## src/rtl/game_flow_ctrl.sv

```systemverilog
`default_nettype none
// +--------------------------------------------------------------------------+
// | game_flow_ctrl: WELCOME/PLAY/END sequencer, move-tick divider, score/lives |
// | Revision: 1.0                                                              |
// +--------------------------------------------------------------------------+
module game_flow_ctrl #(
  parameter logic [7:0] START_KEY  = 8'h0D,
  parameter int         MOVE_DIV   = 420000,
  parameter int         MOVE_STEP  = 40000,
  parameter int         LEVEL_STEP = 10,
  parameter int         LIVES      = 3,
  parameter int         SCORE_MAX  = 99
) (
  input  logic       clk,
  input  logic       reset,
  input  logic [7:0] key_ascii,
  input  logic       hit,
  input  logic       miss,
  output logic [1:0] state,
  output logic       play_en,
  output logic       play_rst,
  output logic       move_tick,
  output logic [2:0] level,
  output logic [7:0] score,
  output logic [1:0] lives,
  output logic       gameover
);

  typedef enum logic [1:0] {
    ST_WEL  = 2'd0,
    ST_PLAY = 2'd1,
    ST_END  = 2'd2,
    ST_ILL  = 2'd3
  } state_t;

  // Highest level whose period is still at least two cycles, capped at 7.
  function automatic int max_level_f();
    int l;
    l = 0;
    for (int i = 1; i <= 7; i++) begin
      if ((l == i - 1) && (MOVE_DIV - i * MOVE_STEP >= 2)) l = i;
    end
    return l;
  endfunction

  localparam logic [19:0] c_move_div   = 20'(MOVE_DIV);
  localparam logic [19:0] c_move_step  = 20'(MOVE_STEP);
  localparam logic [2:0]  c_max_level  = 3'(max_level_f());
  localparam logic [3:0]  c_level_last = 4'(LEVEL_STEP - 1);
  localparam logic [1:0]  c_lives      = 2'(LIVES);
  localparam logic [7:0]  c_score_max  = 8'(SCORE_MAX);

  if ((MOVE_DIV < 2) || (MOVE_DIV > (1 << 19)) || (LIVES < 1) || (LIVES > 3) ||
      (LEVEL_STEP < 1) || (LEVEL_STEP > 16) || (SCORE_MAX < 1) || (SCORE_MAX > 255))
  begin : g_param_check
    $error("game_flow_ctrl: parameter out of range");
  end

  function automatic logic [19:0] period_of(input logic [2:0] lvl);
    return c_move_div - 20'(lvl) * c_move_step;
  endfunction

  state_t      state_q,    state_d;
  logic [7:0]  key_prev_q, key_prev_d;
  logic        play_rst_q, play_rst_d;
  logic        tick_q,     tick_d;
  logic [2:0]  level_q,    level_d;
  logic [7:0]  score_q,    score_d;
  logic [1:0]  lives_q,    lives_d;
  logic [18:0] div_q,      div_d;
  logic [3:0]  hit_cnt_q,  hit_cnt_d;
  logic [19:0] period_q,   period_d;

  logic start;
  logic wrap;

  always_comb begin
    start = (key_ascii == START_KEY) && (key_prev_q != START_KEY);
    wrap  = ({1'b0, div_q} == (period_q - 20'd1));

    state_d    = state_q;
    key_prev_d = key_ascii;
    play_rst_d = 1'b0;
    tick_d     = 1'b0;
    level_d    = level_q;
    score_d    = score_q;
    lives_d    = lives_q;
    div_d      = div_q;
    hit_cnt_d  = hit_cnt_q;
    period_d   = period_q;

    case (state_q)
      ST_WEL: begin
        if (start) begin
          state_d    = ST_PLAY;
          play_rst_d = 1'b1;
          score_d    = 8'd0;
          lives_d    = c_lives;
          level_d    = 3'd0;
          hit_cnt_d  = 4'd0;
          div_d      = 19'd0;
          period_d   = c_move_div;
        end
      end

      ST_PLAY: begin
        // Period is resampled from the level held before this cycle's hit.
        if (wrap) begin
          div_d    = 19'd0;
          tick_d   = 1'b1;
          period_d = period_of(level_q);
        end else begin
          div_d = div_q + 19'd1;
        end

        if (hit) begin
          if (score_q < c_score_max) score_d = score_q + 8'd1;
          if (hit_cnt_q == c_level_last) begin
            hit_cnt_d = 4'd0;
            if (level_q < c_max_level) level_d = level_q + 3'd1;
          end else begin
            hit_cnt_d = hit_cnt_q + 4'd1;
          end
        end

        if (miss) begin
          lives_d = lives_q - 2'd1;
          if (lives_q == 2'd1) begin
            state_d = ST_END;
            tick_d  = 1'b0;
            div_d   = 19'd0;
          end
        end
      end

      ST_END: begin
        if (start) state_d = ST_WEL;
      end

      default: begin
        state_d    = ST_WEL;
        key_prev_d = 8'd0;
        play_rst_d = 1'b1;
        level_d    = 3'd0;
        score_d    = 8'd0;
        lives_d    = c_lives;
        div_d      = 19'd0;
        hit_cnt_d  = 4'd0;
        period_d   = c_move_div;
      end
    endcase
  end

  always_ff @(posedge clk) begin
    if (reset) begin
      state_q    <= ST_WEL;
      key_prev_q <= 8'd0;
      play_rst_q <= 1'b1;
      tick_q     <= 1'b0;
      level_q    <= 3'd0;
      score_q    <= 8'd0;
      lives_q    <= c_lives;
      div_q      <= 19'd0;
      hit_cnt_q  <= 4'd0;
      period_q   <= c_move_div;
    end else begin
      state_q    <= state_d;
      key_prev_q <= key_prev_d;
      play_rst_q <= play_rst_d;
      tick_q     <= tick_d;
      level_q    <= level_d;
      score_q    <= score_d;
      lives_q    <= lives_d;
      div_q      <= div_d;
      hit_cnt_q  <= hit_cnt_d;
      period_q   <= period_d;
    end
  end

  assign state     = state_q;
  assign play_en   = (state_q == ST_PLAY);
  assign gameover  = (state_q == ST_END);
  assign play_rst  = play_rst_q;
  assign move_tick = tick_q;
  assign level     = level_q;
  assign score     = score_q;
  assign lives     = lives_q;

endmodule
`default_nettype wire

```

## config.mk

```make
export PLATFORM = sky130hd
export DESIGN_NAME = game_flow_ctrl
export DESIGN_NICKNAME = d
export VERILOG_FILES = /design/src/rtl/game_flow_ctrl.sv
export SDC_FILE = /design/constraint.sdc
export NUM_CORES = 1
export LEC_CHECK = 0
export BUFFER_PORTS_ARGS = -buffer_cell sky130_fd_sc_hd__buf_2
export CORE_ASPECT_RATIO = 2
export CORE_UTILIZATION = 50
export DETAILED_ROUTE_END_ITERATION = 6
export GPL_ROUTABILITY_DRIVEN = 0
export PLACE_DENSITY_LB_ADDON = 0.05
export SYNTH_ARGS = -nofsm -noshare
export SYNTH_HDL_FRONTEND = slang
export SYNTH_SLANG_ARGS = --single-unit
```

## constraint.sdc

```tcl
create_clock -name clk -period 3.8 [get_ports clk]
set_input_delay 0.19 -clock clk [delete_from_list [all_inputs] [get_ports clk]]
set_output_delay 0.19 -clock clk [all_outputs]
set_load 0.02 [all_outputs]
```

# [Word level (Yosys, flattened, before mapping)]
# Cells that the tools add are included.
[totals] ff_bits=68 latch_bits=0 ram_bits=0 romBits=0 inputBits=12 output_inout_bits=19 memories=0
[classes] addsub=7 n_mul=1 div=0 n_lt_le_gt_ge=2 n_eq_ne=16 n_shift=0 mux=34 n_bitwise=3 n_reduce_logical=13
[op_table] cell="two-way mux 19 bit" n=4
[op_table] cell="case mux 20 bit (3 select lines)" n=1
[op_table] cell="case mux 19 bit (3 select lines)" n=1
[op_table] cell="two-way mux 20 bit" n=2
[op_table] cell="two-way mux 8 bit" n=3
[op_table] cell="case mux 8 bit (3 select lines)" n=1
[op_table] cell="equality test 19 x 20 -> 1 bit" n=1
[op_table] cell="subtractor 19 x 19 -> 20 bit, first input constant" n=1
[op_table] cell="subtractor 20 x 1 -> 20 bit, second input constant" n=1
[op_table] cell="adder 19 x 1 -> 19 bit, second input constant" n=1
[op_table] cell="multiplier 3 x 10 -> 13 bit, second input constant" n=1
[op_table] cell="two-way mux 2 bit" n=6
[op_table] cell="two-way mux 3 bit" n=4
[op_table] cell="two-way mux 4 bit" n=3
[op_table] cell="!= test 2 x 1 -> 1 bit, second input constant" n=6
[op_table] cell="case mux 2 bit (3 select lines)" n=2
[op_table] cell="case mux 4 bit (3 select lines)" n=1
[op_table] cell="case mux 3 bit (3 select lines)" n=1
[op_table] cell="AND reduction 3 bit" n=3
[op_table] cell="adder 8 x 1 -> 8 bit, second input constant" n=1
[op_table] cell="equality test 8 x 4 -> 1 bit, second input constant" n=1
[op_table] cell="less-than comparator 8 x 7 -> 1 bit, second input constant" n=1
[op_table] cell="!= test 8 x 4 -> 1 bit, second input constant" n=1
[op_table] cell="AND reduction 4 bit" n=2
[op_table] cell="other kinds (17)" n=27

# [Depth between registers and ports, before layout]
# Gate-level depths: netlist of the first run.
[logic_depth] depth_word=6 mapped_depth=12

# [Worst setup path after synthesis of the first run]
# No wires, ideal clock.
[synth_timing] path_kind="reg2reg" startpoint="register level_q[0], in the netlist level[0]" endpoint="register period_q[19]" setup_ns=0.058 t_arrival_ns=3.316 slack_ns=0.426 stages_incl_launch_ff=13 n_path_buf=1 synth_period_minus_slack_ns=3.374 path_cell_list="dfxtp_1 > clkbuf_1 > inv_1 > fa_1 > inv_1 > ha_1 > fa_1 > a21oi_1 > xnor2_1 > o211a_1 > o22ai_1 > or4b_1 > nand2_1"
[synth_between] elab_chain_cells=4
[synth_lines] item="start: declaration" line_no="67" rtl="logic [2:0] level_q, level_d;"
[synth_lines] item="start signal: assignment" line_no="171" rtl="level_q <= level_d;"
[synth_lines] item="multiplier 3 x 10 -> 13 bit" line_no="60" rtl="return c_move_div - 20'(lvl) * c_move_step;"
[synth_lines] item="subtractor 19 x 19 -> 20 bit" line_no="60"
[synth_lines] item="two-way mux 20 bit" line_no="108" rtl="if (wrap) begin"
[synth_lines] item="case mux 20 bit (3 select lines)" line_no="92" rtl="case (state_q)"
[synth_lines] item="end signal: assignment" line_no="165" rtl="period_q <= c_move_div;"
[synth_lines] item="end signal: assignment" line_no="176" rtl="period_q <= period_d;"
[synth_lines] item="end: declaration" line_no="72" rtl="logic [19:0] period_q, period_d;"
# No other way between the ends. The select of a mux whose other input is x is not followed.
# A chain may end at the register's enable or synchronous reset.

# [Final worst setup path of the first run]
[layout_timing] startpoint="register level_q[2], in the netlist level[2]" endpoint="register period_q[19]"
# Same word-level chain as after synthesis.

==> impl_results.md, run 1 <==
- Crit-path leading delay family: adder cells
- Total gr overflow: 0
- Leakage: 1.60 nW
- Die Y: 120 um
- Sequential area share after synthesis: 0.355
- Initial Util: 0.524
- Clk root buf: clkbuf_16
- Reg power frac: 0.342
- Nets@finish: 463
- Period utilization: 0.815
- Hold Violations, Final: 0
- CTS H-tree depth: 3
- Routed wire length: 8.14 mm
- Slew HR: 0.380
- TritonCTS clock tree: done
- Setup-failing EPs final: 0
- #FFs+latches synth: 62
- Clk pwr share: 0.337
- Setup CP Type: reg2reg
- Yosys warns: 0
- Tightest Pin Transition: 931 ps
- Final ANT Viol Nets: 0
- First-pass GRT wire length: 13.7 mm
- Unrepaired setup endpoints after global routing: false
- CTS Buffer Depth: 2
- Final Skew: 6.88 ps
- Hold WC Path Type: in2reg
- Switching power total: 761 uW
- Status: complete, no violations
- Drt first pass iters: 4
- Via count: 2,929
- Synth top area cells: dfxtp_1 35%, xnor2_1 8.0%, ha_1 7.2%
- Met2 usage in global routing: 0.440
- Syn Std Cell Area: 3500 um2
- Largest net degree at the start of global routing: 33
- GRT Util Overall: 0.253
- N_diodes: 0
- Max Cap Viol: 0
- Number of remaining DRC errors: 0
- Fmax: 0.323 GHz
- Layout cells sized above 1: 0.135
- Core area: 6670 um2
- Setup TNS: 0 ps
- Worst endpoint required time: 4070 ps
- Bufs and invs on worst path: 2
- Post-synth top area share: 0.355
- Setup crit end kind: flip-flop
- Async SR Flop Fraction: 0
- Synthesized instance count: 397
- Min Tclk post-route: 3100 ps
- Critical-path cell list: inv_1, fa_1, inv_1, ha_1, fa_1, a21oi_1, xnor2_1, o211a_1, o22ai_1, or4b_1, nand2_1
- EDFF count, synth: 0
- Wire length per cell: 15.7 um
- Final Instance Area: 3980 um2
- Cts bufs inserted: 9
- Post-CTS Setup Repair Bufs: 0
- CTS resizes: 0
- Die area: 7350 um2
- Sw Ratio: 0.356
- Longest individual stage delay on the worst path: 520 ps
- Hold_buf cts: 0
- Unique masters post-synth: 60
- Ys flop type: dfxtp_1
- Clk Latency, worst-skew pair: 330 ps
- Met3 Usage GRT: 0.0556
- First DRT Iteration DRCs: 111
- Via-per-instance ratio: 5.64
- Mapped Avg Cell Area: 8.81 um2
- Crit path arrival time: 3370 ps
- PD cells: 536 nW/um2
- Post-DP HPWL: 6.12 mm
- Internal Power: 1.37 mW
- Max-slew violations: 0
- Slowest CP cell: fa_1
- Clk slew on worst S/H paths: 50 ps
- Die W: 61.1 um
- CP startpoint kind: flip-flop
- Peak VDD IR: 0.326 mV
- Placed Instance Area: 3730 um2
- Finished Core Util: 0.597
- Post-synth top area cell: dfxtp_1
- Top Usage Layer GRT: met2
- GR Util met1: 0.262
- Combinational power share: 0.320
- IO Count: 31
- Initial antenna violation count: 0
- Hold slack final: 68.7 ps
- Area Overhead vs Synth: 13.9%
- PortBufs: 30
- Synthesized Nets: 432
- Row count: 42
- CP Max Fanout: 7
- Clock sinks: 62
- Vias in the first global route: 2,887
-- per-layer routing --
| metal | share of wire | wire length (um) |
|---|---|---|
| met3 | 0.022 | 177 |
| met2 | 0.55 | 4500 |
| met4 | 0.038 | 310 |
| met1 | 0.39 | 3160 |
| met5 | 0 | 0 |
-- Yosys cell counts, types with 5 or more instances --
master / number
a22oi_1: 7
and3_1: 5
nor3_1: 7
clkbuf_1: 9
o211ai_1: 5
and2_1: 8
nor2_1: 49
ha_1: 20
xor2_1: 14
nand4_1: 12
xnor2_1: 32
a21oi_1: 15
dfxtp_1: 62
inv_1: 19
nand3_1: 16
nand2_1: 27
nor4_1: 8
nand2b_1: 7
mux2i_1: 5
-- power by group through the flow --
| stage | registers (mW) | clock network [mW] | logic (mW) |
|---|---|---|---|
| after floorplan | 0.759 | 0 | 0.505 |
| after detailed placement | 0.744 | 0 | 0.680 |
| after global routing | 0.737 | 0.762 | 0.758 |
| final | 0.731 | 0.720 | 0.683 |
| after CTS | 0.731 | 0.735 | 0.687 |
| after global placement | 0.743 | 0 | 0.673 |
-- area by class of cell --
| type | count | area [um2] |
|---|---|---|
| inverter | 19 | 71.3 |
| clock buffer | 12 | 246 |
| fill | 642 | 2690 |
| clock inverter | 2 | 10.0 |
| timing repair buffer | 34 | 180 |
| multi-input combinational | 302 | 2120 |
| tap | 88 | 110 |
| sequential | 62 | 1240 |
-- worst paths after layout --
path         slack, ps         start       endpoint  cells after the start
min reg2reg        460  period_q[12]   period_q[12]                      2
max                700      level[2]   period_q[19]                     11
min                 70  key_ascii[0]  key_prev_q[0]                      2
max reg2reg        700      level[2]   period_q[19]                     11
-- flip-flops by register name (all words and copies together) (netlist names) --
signal / cells
level: 3
hit_cnt_q: 4
period_q: 14
score: 8
play_rst: 1
key_prev_q: 8
state: 2
div_q: 19
lives: 2
move_tick: 1
-- cells in the final DEF, fill, tap and decap left out, drive strengths merged, types with 4 or more instances in the layout --
cell	synthesis	final
mux2i	5	5
or3	4	4
xnor2	32	32
nand4	12	12
a21oi	15	15
o21ai	5	5
xor2	14	14
o211ai	6	6
inv	19	19
ha	20	20
nand2	27	27
nor4	9	9
clkbuf	9	12
dfxtp	62	62
nor2	50	50
a22oi	7	7
and3	5	5
buf	5	34
and2	8	8
nand2b	7	7
nand3	16	16
nor3	7	7
-- cell families after synthesis --
kind of cell               count (synthesis)  synth area share
AOI/OAI and AO/OA                         64             0.140
xor gates and xnor gates                  47             0.122
adders and majority gates                 23            0.0887
buffers and inverters                     33            0.0376
DFF                                       62             0.355
muxes                                      6            0.0175
and+or+nand+nor                          162             0.240
-- stage by stage --
stage / power (mW) / instances / worst slack [ps]
6_report: 2.13 / 519 / 704
5_1_grt: 2.26 / 519 / 530
4_1_cts: 2.15 / 519 / 724
3_5_place_dp: 1.42 / 505 / 742
3_3_place_gp: 1.42 / 505 / 803
2_1_floorplan: 1.26 / 397 / 426
(Power assumes the default switching activity.)
==> inputs of run 2 (changes only) <==
- clock period: 3.8 -> 2.7 ns (I/O delays scaled with it)
==> impl_results.md, run 2 (synthesized netlist as in run 1, its figures left out) <==
- Status: complete, no violations
- Post-DP HPWL: 6.32 mm
- Core area: 6670 um2
- CTS Buffer Depth: 2
- Cell repeated most along the worst path: xnor2_1
- Clock sinks: 62
- Setup-failing EPs final: 0
- Register area: 1250 um2
- Unrepaired setup endpoints after global routing: true
- Clk slew on worst S/H paths: 50 ps
- Slowest CP cell: fa_1
- Period utilization: 0.997
- PortBufs: 30
- Crit path arrival time: 2940 ps
- Nets@finish: 479
- Via count: 2,971
- Largest regs: div_q x19, period_q x14
- Placed cell count: 521
- Initial Util: 0.524
- Slew HR: 0.559
- CP startpoint kind: flip-flop
- Via-per-instance ratio: 5.53
- Reg2reg start: level[1]
- Clk Latency, worst-skew pair: 330 ps
- Vias in the first global route: 2,933
- Finished Layout Cells: 537
- GRT Util Overall: 0.253
- Cts bufs inserted: 9
- Wire length per cell: 15.7 um
- Most flops, register: div_q
- Area of the multi-input gates: 2160 um2
- IO Count: 31
- Clk root buf: clkbuf_16
- Bufs and invs on worst path: 3
- Max Cap Viol: 0
- Row count: 42
- Min Tclk post-route: 2690 ps
- Die Y: 120 um
- PD cells: 784 nW/um2
- Drt first pass iters: 4
- Hold Violations, Final: 0
- Die area: 7350 um2
- TritonCTS clock tree: done
- First DRT Iteration DRCs: 118
- Final Skew: 6.48 ps
- Max-slew violations: 0
- Leakage: 1.70 nW
- Routed wire length: 8.42 mm
- First-pass GRT wire length: 13.7 mm
- Fmax: 0.371 GHz
- Most frequent cells in the layout: 59 x dfxtp_1, 49 x nor2_1, 32 x xnor2_1, 30 x buf_2, 26 x nand2_1
- Largest net degree at the start of global routing: 32
- CP Launch Point: level[1]
- Critical-path cell list: inv_2, fa_1, inv_1, ha_2, fa_2, a21oi_4, xnor2_1, o211a_1, o22ai_2, buf_4, xnor2_1, a211oi_1
- Initial antenna violation count: 0
- Tightest Pin Transition: 661 ps
- Longest individual stage delay on the worst path: 520 ps
- Setup crit end kind: flip-flop
- Layout cells sized above 1: 0.194
- Finished Core Util: 0.631
- CTS H-tree depth: 3
- Post-CTS Setup Repair Bufs: 0
- Number of remaining DRC errors: 0
- Area Overhead vs Synth: 20.4%
- Total gr overflow: 0
- Final ANT Viol Nets: 0
- Crit-path leading delay family: adder cells
- Worst endpoint required time: 2950 ps
- N_diodes: 0
- Die W: 61.1 um
- Hold WC Path Type: in2reg
- Commonest non-fill, non-tap cell in the layout: dfxtp_1
- CP Max Fanout: 2
- Final-layout fill cell count: 606
- Hold Crit Start: key_ascii[3]
- Setup CP Type: reg2reg
- Peak VDD IR: 0.480 mV
- Max reg flops: 19
## run 2: changes by cell type in the layout (fill, tap and decap cells not counted), moves of 2 or more
cell and change:
inv_1 -2, bufinv_16 +2, dfxtp_4 +2, buf_4 +16, dfxtp_1 -3
## run 2: power breakdown
part | total [mW] | internal [mW] | leakage, nW | switching, mW
clock network | 1.24 | 0.830 | 0.157 | 0.407
registers | 1.03 | 0.976 | 0.505 | 0.0527
logic | 1.04 | 0.382 | 1.03 | 0.655
total | 3.30 | 2.19 | 1.70 | 1.12
## run 2: per-stage QoR
stage,hold slack (ps),power (mW),area [um2],setup WS (ps),setup TNS (ps)
floorplan,257,1.79,3550,-133,-181
global placement,353,2.07,3890,27.3,0
detailed placement,355,2.08,3890,0.0948,0
CTS,8.43,3.32,4200,-0.723,-0.723
global route,20.4,3.46,4210,-113,-464
finish,13.2,3.30,4210,7.67,0
## run 2: layer usage
| metal | routed length (um) | part of all wire | GRT usage |
|---|---|---|---|
| met5 | 0 | 0 | 0 |
| met4 | 334 | 0.040 | 0.149 |
| met3 | 191 | 0.023 | 0.0385 |
| met2 | 4620 | 0.55 | 0.457 |
| met1 | 3270 | 0.39 | 0.255 |
## run 2: repair_timing
item | 4_1_cts | 5_1_grt
hold buffers | 0 | 0
gates resized for setup | 0 | 1
pin swaps | 3 | 0
setup endpoints to repair | 2 | 5
## run 2: layout make-up
type	instances	area share
Inverter	19	0.0181
Clock inverter	4	0.0166
Tap cell	88	0.0262
Sequential cell	62	0.297
Timing Repair Buffer	50	0.0713
Multi-Input combinational cell	302	0.512
Clock buffer	12	0.0585
## run 2: path summary, 6_finish.rpt
| path | to | slack, ps | cells past startpoint |
|---|---|---|---|
| min reg2reg | period_q[12] | 470 | 2 |
| max | period_q[17] | 8 | 12 |
| min | key_prev_q[3] | 10 | 2 |
| max reg2reg | period_q[17] | 8 | 12 |
==> inputs of run 3 (changes only) <==
- CORE_UTILIZATION: 50 -> 54
==> impl_results.md, run 3 (synthesized netlist as in run 1, its figures left out) <==
- GRT Util Overall: 0.269
- First-pass GRT wire length: 13.6 mm
- Final Instance Area: 4220 um2
- Period utilization: 1.01
- CTS Buffer Depth: 2
- Number of remaining DRC errors: 0
- Final ANT Viol Nets: 0
- Most flops, register: div_q
- Area of the multi-input gates: 2180 um2
- Hold WC Path Type: in2reg
- Clk root buf: clkbuf_16
- Via count: 2,972
- Unrepaired setup endpoints after global routing: true
- CTS H-tree depth: 3
- Register area: 1250 um2
- Clk slew on worst S/H paths: 50 ps
- Cts bufs inserted: 9
- IO Count: 31
- Max Cap Viol: 0
- TritonCTS clock tree: done
- PD cells: 758 nW/um2
- Clock sinks: 62
- Row count: 41
- Die Y: 116 um
- Clk Latency, worst-skew pair: 330 ps
- Min Tclk post-route: 2730 ps
- Max-slew violations: 0
- CP startpoint kind: flip-flop
- Setup-failing EPs final: 3
- Slowest CP cell: fa_1
- Routed wire length: 8.50 mm
- Critical-path cell list: inv_4, fa_1, inv_1, ha_2, fa_2, xor2_2, nand2_2, nor2_1, xnor3_1, or3_1, a21oi_1
- Setup crit end kind: flip-flop
- Setup CP Type: reg2reg
- Worst endpoint required time: 2960 ps
- Vias in the first global route: 2,882
- Die W: 58.9 um
- Wire length per cell: 15.9 um
- Placed Instance Area: 3880 um2
- Peak VDD IR: 0.445 mV
- Final-layout fill cell count: 570
- Setup TNS: -50.8 ps
- Fmax: 0.366 GHz
- Core area: 6260 um2
- Final Skew: 3.96 ps
- Max reg flops: 19
- Crit-path leading delay family: adder cells
- Slew HR: 0.551
- Largest net degree at the start of global routing: 33
- Initial antenna violation count: 0
- Area Overhead vs Synth: 20.6%
- Leakage: 1.70 nW
- Hold_buf cts: 0
- Post-DP HPWL: 6.25 mm
- Bufs and invs on worst path: 2
- CP Max Fanout: 4
- Most frequent cells in the layout: 59 x dfxtp_1, 49 x nor2_1, 30 x xnor2_1, 30 x buf_2, 25 x nand2_1
- Largest regs: div_q x19, period_q x14
- Layout cells sized above 1: 0.204
- Finished Core Util: 0.674
- Die area: 6820 um2
- Status: finished with violations
- Longest individual stage delay on the worst path: 520 ps
- N_diodes: 0
- Commonest non-fill, non-tap cell in the layout: dfxtp_1
- Failing checks: negative setup slack
- Hold Violations, Final: 0
- Via-per-instance ratio: 5.54
- Drt first pass iters: 4
- Nets@finish: 481
- Crit path arrival time: 2990 ps
- Total power: 3.20 mW
- First DRT Iteration DRCs: 123
- Final setup margin: -31.2 ps
- Initial Util: 0.559
- PortBufs: 30
- Tightest Pin Transition: 674 ps
- Total gr overflow: 0
-- run 3: final cells by class --
class | count | share of cell area
Inverter | 19 | 0.0187
Multi-Input combinational cell | 302 | 0.517
Tap cell | 86 | 0.0255
Sequential cell | 62 | 0.296
Clock inverter | 4 | 0.0116
Clock buffer | 11 | 0.0552
Timing Repair Buffer | 52 | 0.0757
-- run 3: repair_timing --
action                                  CTS  global route
endpoints found under the setup margin    1             5
pin swaps                                 2             4
resized for setup                         0             7
buffers inserted                          0             3
-- run 3: per-layer routing --
layer / GRT usage / vias to the layer above / wire, um
met3: 0.0424 / 25 / 282
met2: 0.487 / 71 / 4650
li1: - / 1495 / -
met1: 0.272 / 1381 / 3190
met4: 0.181 / 0 / 373
met5: 0 / - / 0
-- run 3: worst paths after layout --
path / startpoint / end / slack (ps) / cells after the start
worst max-delay path: level[1] / period_q[15] / -30 / 11
worst min-delay path: key_ascii[5] / key_prev_q[5] / 20 / 2
worst max register to register: level[1] / period_q[15] / -30 / 11
worst min register to register: period_q[12] / period_q[12] / 470 / 2
-- run 3: where the power goes --
part / switching [mW] / internal, mW / total [mW]
clock network: 0.407 / 0.707 / 1.11
logic: 0.660 / 0.393 / 1.05
registers: 0.0537 / 0.976 / 1.03
-- run 3: metrics by stage --
step                      cells  hold slack, ps  setup WS, ps
after global placement      518             354          37.5
after detailed placement    518             353          5.51
after floorplan             397             257          -133
final                       536            15.0         -31.2
after CTS                   533            8.25          9.24
after global routing        536            23.3          -126
